**src/rtl/palabra_mayor_n.sv**
```systemverilog
// palabra_mayor_n: pipelined N-input unsigned max/min selector.
// Reports the winning value, the lowest index holding it, and a tie flag.
// The tree is stored heap-style: node 0 is the root, node n has children
// 2n+1 (lower indices) and 2n+2, and the leaves occupy nodes
// ENTRADAS-1 .. 2*ENTRADAS-2 in input order.
// Optional feature macro: PALABRA_MAYOR_EMPATE_EN builds the tie-flag logic;
// when it is undefined, pm_empate is tied to 0.
module palabra_mayor_n #(
    parameter int ANCHO    = 4,
    parameter int ENTRADAS = 4,
    localparam int NIVELES = $clog2(ENTRADAS)
) (
    input  logic                      clk,
    input  logic                      reset,
    input  logic [ENTRADAS*ANCHO-1:0] pm_datos,
    input  logic                      pm_valido_in,
    input  logic                      pm_modo_min,
    output logic [ANCHO-1:0]          pm_mayor,
    output logic [NIVELES-1:0]        pm_indice,
    output logic                      pm_empate,
    output logic                      pm_valido_out
);

    localparam int NODOS = 2 * ENTRADAS - 1;

    // Node payload registers; the root (node 0) doubles as the output stage.
    logic [ANCHO-1:0]   r_val [NODOS];
    logic [NIVELES-1:0] r_idx [NODOS];
    // Valid bit and mode per tree depth; depth NIVELES is the leaf stage.
    // Mode is identical across a level, so it is carried once per depth.
    logic [NIVELES:0]   r_vld;
    logic [NIVELES:1]   r_mod;

    // Next-state values and load enables per node.
    logic [ANCHO-1:0]   w_val_next [NODOS];
    logic [NIVELES-1:0] w_idx_next [NODOS];
    logic [NODOS-1:0]   w_en;

`ifdef PALABRA_MAYOR_EMPATE_EN
    logic [NODOS-1:0]   r_tie;
    logic [NODOS-1:0]   w_tie_next;
`endif

    // Leaves: capture each input word with its fixed index.
    for (genvar gi = 0; gi < ENTRADAS; gi++) begin : g_hoja
        assign w_en[ENTRADAS-1+gi]       = pm_valido_in;
        assign w_val_next[ENTRADAS-1+gi] = pm_datos[gi*ANCHO +: ANCHO];
        assign w_idx_next[ENTRADAS-1+gi] = NIVELES'(gi);
`ifdef PALABRA_MAYOR_EMPATE_EN
        assign w_tie_next[ENTRADAS-1+gi] = 1'b0;
`endif
    end

    // Internal nodes: pairwise compare, the left (lower index) node keeps equal values.
    for (genvar gi = 0; gi < NIVELES; gi++) begin : g_nivel
        for (genvar gj = 0; gj < (1 << gi); gj++) begin : g_nodo
            localparam int N = (1 << gi) - 1 + gj;
            localparam int L = 2 * N + 1;
            localparam int R = 2 * N + 2;
            logic w_der_gana;
            assign w_der_gana    = r_mod[gi+1] ? (r_val[R] < r_val[L])
                                               : (r_val[R] > r_val[L]);
            assign w_en[N]       = r_vld[gi+1];
            assign w_val_next[N] = w_der_gana ? r_val[R] : r_val[L];
            assign w_idx_next[N] = w_der_gana ? r_idx[R] : r_idx[L];
`ifdef PALABRA_MAYOR_EMPATE_EN
            assign w_tie_next[N] = (w_der_gana ? r_tie[R] : r_tie[L])
                                 | (r_val[L] == r_val[R]);
`endif
        end
    end

    // Valid shift, per-depth mode and node payloads; payloads hold when their level is idle.
    always_ff @(posedge clk or negedge reset) begin
        if (!reset) begin
            r_vld <= '0;
            r_mod <= '0;
            for (int n = 0; n < NODOS; n++) begin
                r_val[n] <= '0;
                r_idx[n] <= '0;
            end
        end else begin
            r_vld <= {pm_valido_in, r_vld[NIVELES:1]};
            if (pm_valido_in) begin
                r_mod[NIVELES] <= pm_modo_min;
            end
            for (int d = 1; d < NIVELES; d++) begin
                if (r_vld[d+1]) begin
                    r_mod[d] <= r_mod[d+1];
                end
            end
            for (int n = 0; n < NODOS; n++) begin
                if (w_en[n]) begin
                    r_val[n] <= w_val_next[n];
                    r_idx[n] <= w_idx_next[n];
                end
            end
        end
    end

`ifdef PALABRA_MAYOR_EMPATE_EN
    // Tie flags follow the same enables as the payload.
    always_ff @(posedge clk or negedge reset) begin
        if (!reset) begin
            r_tie <= '0;
        end else begin
            for (int n = 0; n < NODOS; n++) begin
                if (w_en[n]) begin
                    r_tie[n] <= w_tie_next[n];
                end
            end
        end
    end
    assign pm_empate = r_tie[0];
`else
    assign pm_empate = 1'b0;
`endif

    assign pm_mayor      = r_val[0];
    assign pm_indice     = r_idx[0];
    assign pm_valido_out = r_vld[0];

endmodule
```
**config.mk**
```make
export PLATFORM = sky130hd
export DESIGN_NAME = palabra_mayor_n
export DESIGN_NICKNAME = d
export VERILOG_FILES = /design/src/rtl/palabra_mayor_n.sv
export SDC_FILE = /design/constraint.sdc
export NUM_CORES = 1
export LEC_CHECK = 0
export CAP_MARGIN = 15
export CORE_ASPECT_RATIO = 1.5
export CORE_MARGIN = 8
export CORE_UTILIZATION = 45
export CTS_CLUSTER_DIAMETER = 50
export DETAILED_ROUTE_END_ITERATION = 10
export GPL_TIMING_DRIVEN = 0
export PLACE_DENSITY_LB_ADDON = 0.05
export SLEW_MARGIN = 30
export SYNTH_ARGS = -nofsm -noshare
export SYNTH_HDL_FRONTEND = slang
export SYNTH_SLANG_ARGS = --single-unit
```
**constraint.sdc**
```tcl
create_clock -name clk -period 3 [get_ports clk]
set_input_delay 0.6 -clock clk [delete_from_list [all_inputs] [get_ports clk]]
set_output_delay 0.6 -clock clk [all_outputs]
set_load 0.05 [all_outputs]
```
==> results.yml <==
global_route:
  antenna_found_initial: 0
  grt_max_degree: 25
  grt-ovfl-total: 0
  grt_pass1_vias: 1454
  grt_usage_pct: 11.7
  grt_pass1_wl_um: 6610
synth:
  synth_ff_type: "dfrtp_1"
  syn_area_sq_mm: 0.00199
  synth.top_cells.by_area: "dfrtp_1, mux2_2, ha_1"
  synth.avg_cell_area_sq_um: 11.4
  synth_edf_count: 0
  syn_inst: 174
  synth.largest_area_cell: "dfrtp_1"
  ys_seq_area_share_pct: 49.1
  yosysWarnings: 0
  ys_async_sr_fraction_pct: 100
  syn_nets: 206
  yosysTopAreaCellShare_pct: 49.1
  yosys_register_bits: 39
  ys_types: 28
clock_tree:
  clock_latency_ps: 280
  cts_tree: "yes"
  postCtsSetupBuffers: 0
  postCtsResizedCells: 0
  cts_hold_buf: 0
  path_clk_slew_ps: 70
  cts-root-buf: "clkbuf_8"
  cts_max_level: 2
  cts_max_path_buffers: 2
  cts_inserted_buffers: 5
  cts_sinks: 39
layout:
  layout-drive-gt1-share_pct: 23.4
  area_growth_pct: 23.8
  n_antenna_cell: 0
  nets: 240
die:
  coreArea_sq_mm: 0.00425
  fp.dieW_um: 70.3
  initial_core_util_pct: 46.8
  num_io_pins: 28
  die_h_um: 97.4
  rows: 29
  die_area_sq_mm: 0.00684
sta:
  setup-tns-final_ps: 0
  setup_ws_ps: 878
  fmax_mhz: 471
  drv_slew: 0
  grt_setup_unrepaired: "false"
  hold_viol_final: 0
  worst_pin_slew_ps: 496
  period_minus_slack_ps: 2120
  timing.final.crit_share_pct: 70.7
  final-setup-viol-count: 0
  maxSlewHeadroom_pct: 66.8
  clock_skew_ps: 5.47
placement:
  place_congestion: 0.776
  pre_cts_slack_ps: 766
  dp_hpwl_um: 3000
  port_buffers: 26
drt:
  drcViolationCount: 0
  wirelength_um: 3670
  dr.pass1.iters: 4
  wire_per_inst_um: 14.4
  avgViaCountPerCell: 5.16
  antenna_left: 0
  vias: 1315
  drt_iter0_drc: 36
power:
  power.internal_w: 0.00127
  p_per_area_mw_per_mm2: 752
  p_switching_w: 0.000577
  seqPwrFrac_pct: 37.1
  ir_drop_mv: 0.655
  p_leak_nw: 1.14
  power_frac_comb_pct: 35.5
  p_sw_share_pct: 31.2
  clkPwrFrac_pct: 27.3
worst_setup_path:
  endpoint_kind: "output pin"
  reg2regPathDepth: 5
  path_max_fanout: 2
  crit_chain: "buf_4, clkdlybuf4s50_1"
  cp.required_ps: 2400
  crit_arrival_ps: 1520
  critical_path.max_stage_delay_ps: 780
  path_class: "flop to output pin"
  crit_slowest_cell: "clkdlybuf4s50_1"
  startpoint_type: "flop"
run_status:
  status: "completed"
job:
  maxCapViolations: 0
worst_hold_path:
  hold_class: "primary input to async pin"
## critical path: cells and delay by family, from the launching register on
kind,cells,cell delay [ps]
buf+inv,2,880
flops,1,350
## cells in the final DEF, fill, tap and decap left out
cell / n
a21oi_1: 6
a22o_1: 1
and2b_1: 1
buf_16: 1
buf_2: 2
buf_4: 7
buf_6: 1
bufinv_16: 2
clkbuf_1: 4
clkbuf_2: 1
clkbuf_8: 5
clkdlybuf4s50_1: 25
conb_1: 1
dfrtp_1: 39
ha_1: 12
inv_1: 20
mux2_1: 1
mux2_2: 20
mux2_4: 3
mux2i_1: 8
mux2i_2: 1
mux2i_4: 2
nand2_1: 19
nand3_1: 3
nand4_1: 2
nor2_1: 1
o211ai_1: 1
o21ai_0: 13
o21ai_1: 1
o21ai_2: 3
o221ai_1: 2
or2_2: 1
## path summary, 6_finish.rpt
kind | start | to | slack [ps]
max | pm_mayor[0] | pm_mayor[0] | 880
min reg2reg | r_vld[1] | r_vld[0] | 380
min in group clk | r_vld[1] | r_vld[0] | 380
max reg2reg | r_val[9] | r_val[21] | 1100
max in group asynchronous | reset | r_val[7] | 2310
min | reset | pm_indice[1] | 240
## stage by stage
| stage | hold slack [ps] | total power [W] | std cells | area, sq um | utilization, % |
|---|---|---|---|---|---|
| global route | 258 | 0.00196 | 255 | 2460 | 57.9 |
| global placement | 359 | 0.00134 | 246 | 2300 | 54.3 |
| floorplan | 304 | 0.00118 | 174 | 1990 | - |
| CTS | 247 | 0.00188 | 255 | 2460 | 57.9 |
| detailed placement | 365 | 0.00136 | 247 | 2330 | 54.8 |
| finish | 244 | 0.00185 | 255 | 2460 | 57.9 |
## power by group through the flow
stage | Sequential (W) | Combinational [W] | Clock, W
2_1_floorplan | 0.000677 | 0.000499 | 0
3_3_place_gp | 0.000696 | 0.000647 | 0
3_5_place_dp | 0.000699 | 0.000666 | 0
4_1_cts | 0.000688 | 0.000667 | 0.000524
5_1_grt | 0.000701 | 0.000718 | 0.000542
6_report | 0.000687 | 0.000657 | 0.000506
## registers in the layout, indices dropped and copies added, names as in the netlist
register and cells:
r_mod 2, r_idx 4, pm_mayor 4, pm_indice 2
r_vld 3, r_val 24
## cell type report
class	instances	area [sq um]
flip-flops and latches	39	976
repair buffers	27	283
well taps	46	57.6
plain buffers	13	85.1
fillers	379	1790
inverters	20	75.1
clock buffers	6	72.6
multi-input cells	102	851
clock inverters	2	60.1
## cells in the mapped netlist (3+ instances only)
library cell  count
mux2_4            3
inv_1            20
nand2_1          19
a21oi_1           6
dfrtp_1          39
nand3_1           3
mux2_2           20
ha_1             12
o21ai_0          13
buf_4             7
o21ai_2           3
clkbuf_1          3
mux2i_1           8
## cell families after synthesis
| logic type | Yosys count | share of synthesized area (%) |
|---|---|---|
| AND/OR/NAND/NOR | 27 | 5.86 |
| buffers and inverters | 33 | 8.06 |
| other | 1 | 0.189 |
| adder cells (fa/ha/maj) | 12 | 7.56 |
| AO/OA/AOI/OAI | 27 | 8.06 |
| multiplexers | 35 | 21.2 |
| flip-flops | 39 | 49.1 |
## routing by layer
layer  track usage (%)  vias up  part of all wire [%]
met1              12.2      642                    41
met2              20.8       20                    53
met4              4.66        0                   1.7
li1                  -      647                     -
met3              3.78        6                   4.5
met5                 0        -                     0
(Power assumes the default switching activity.)
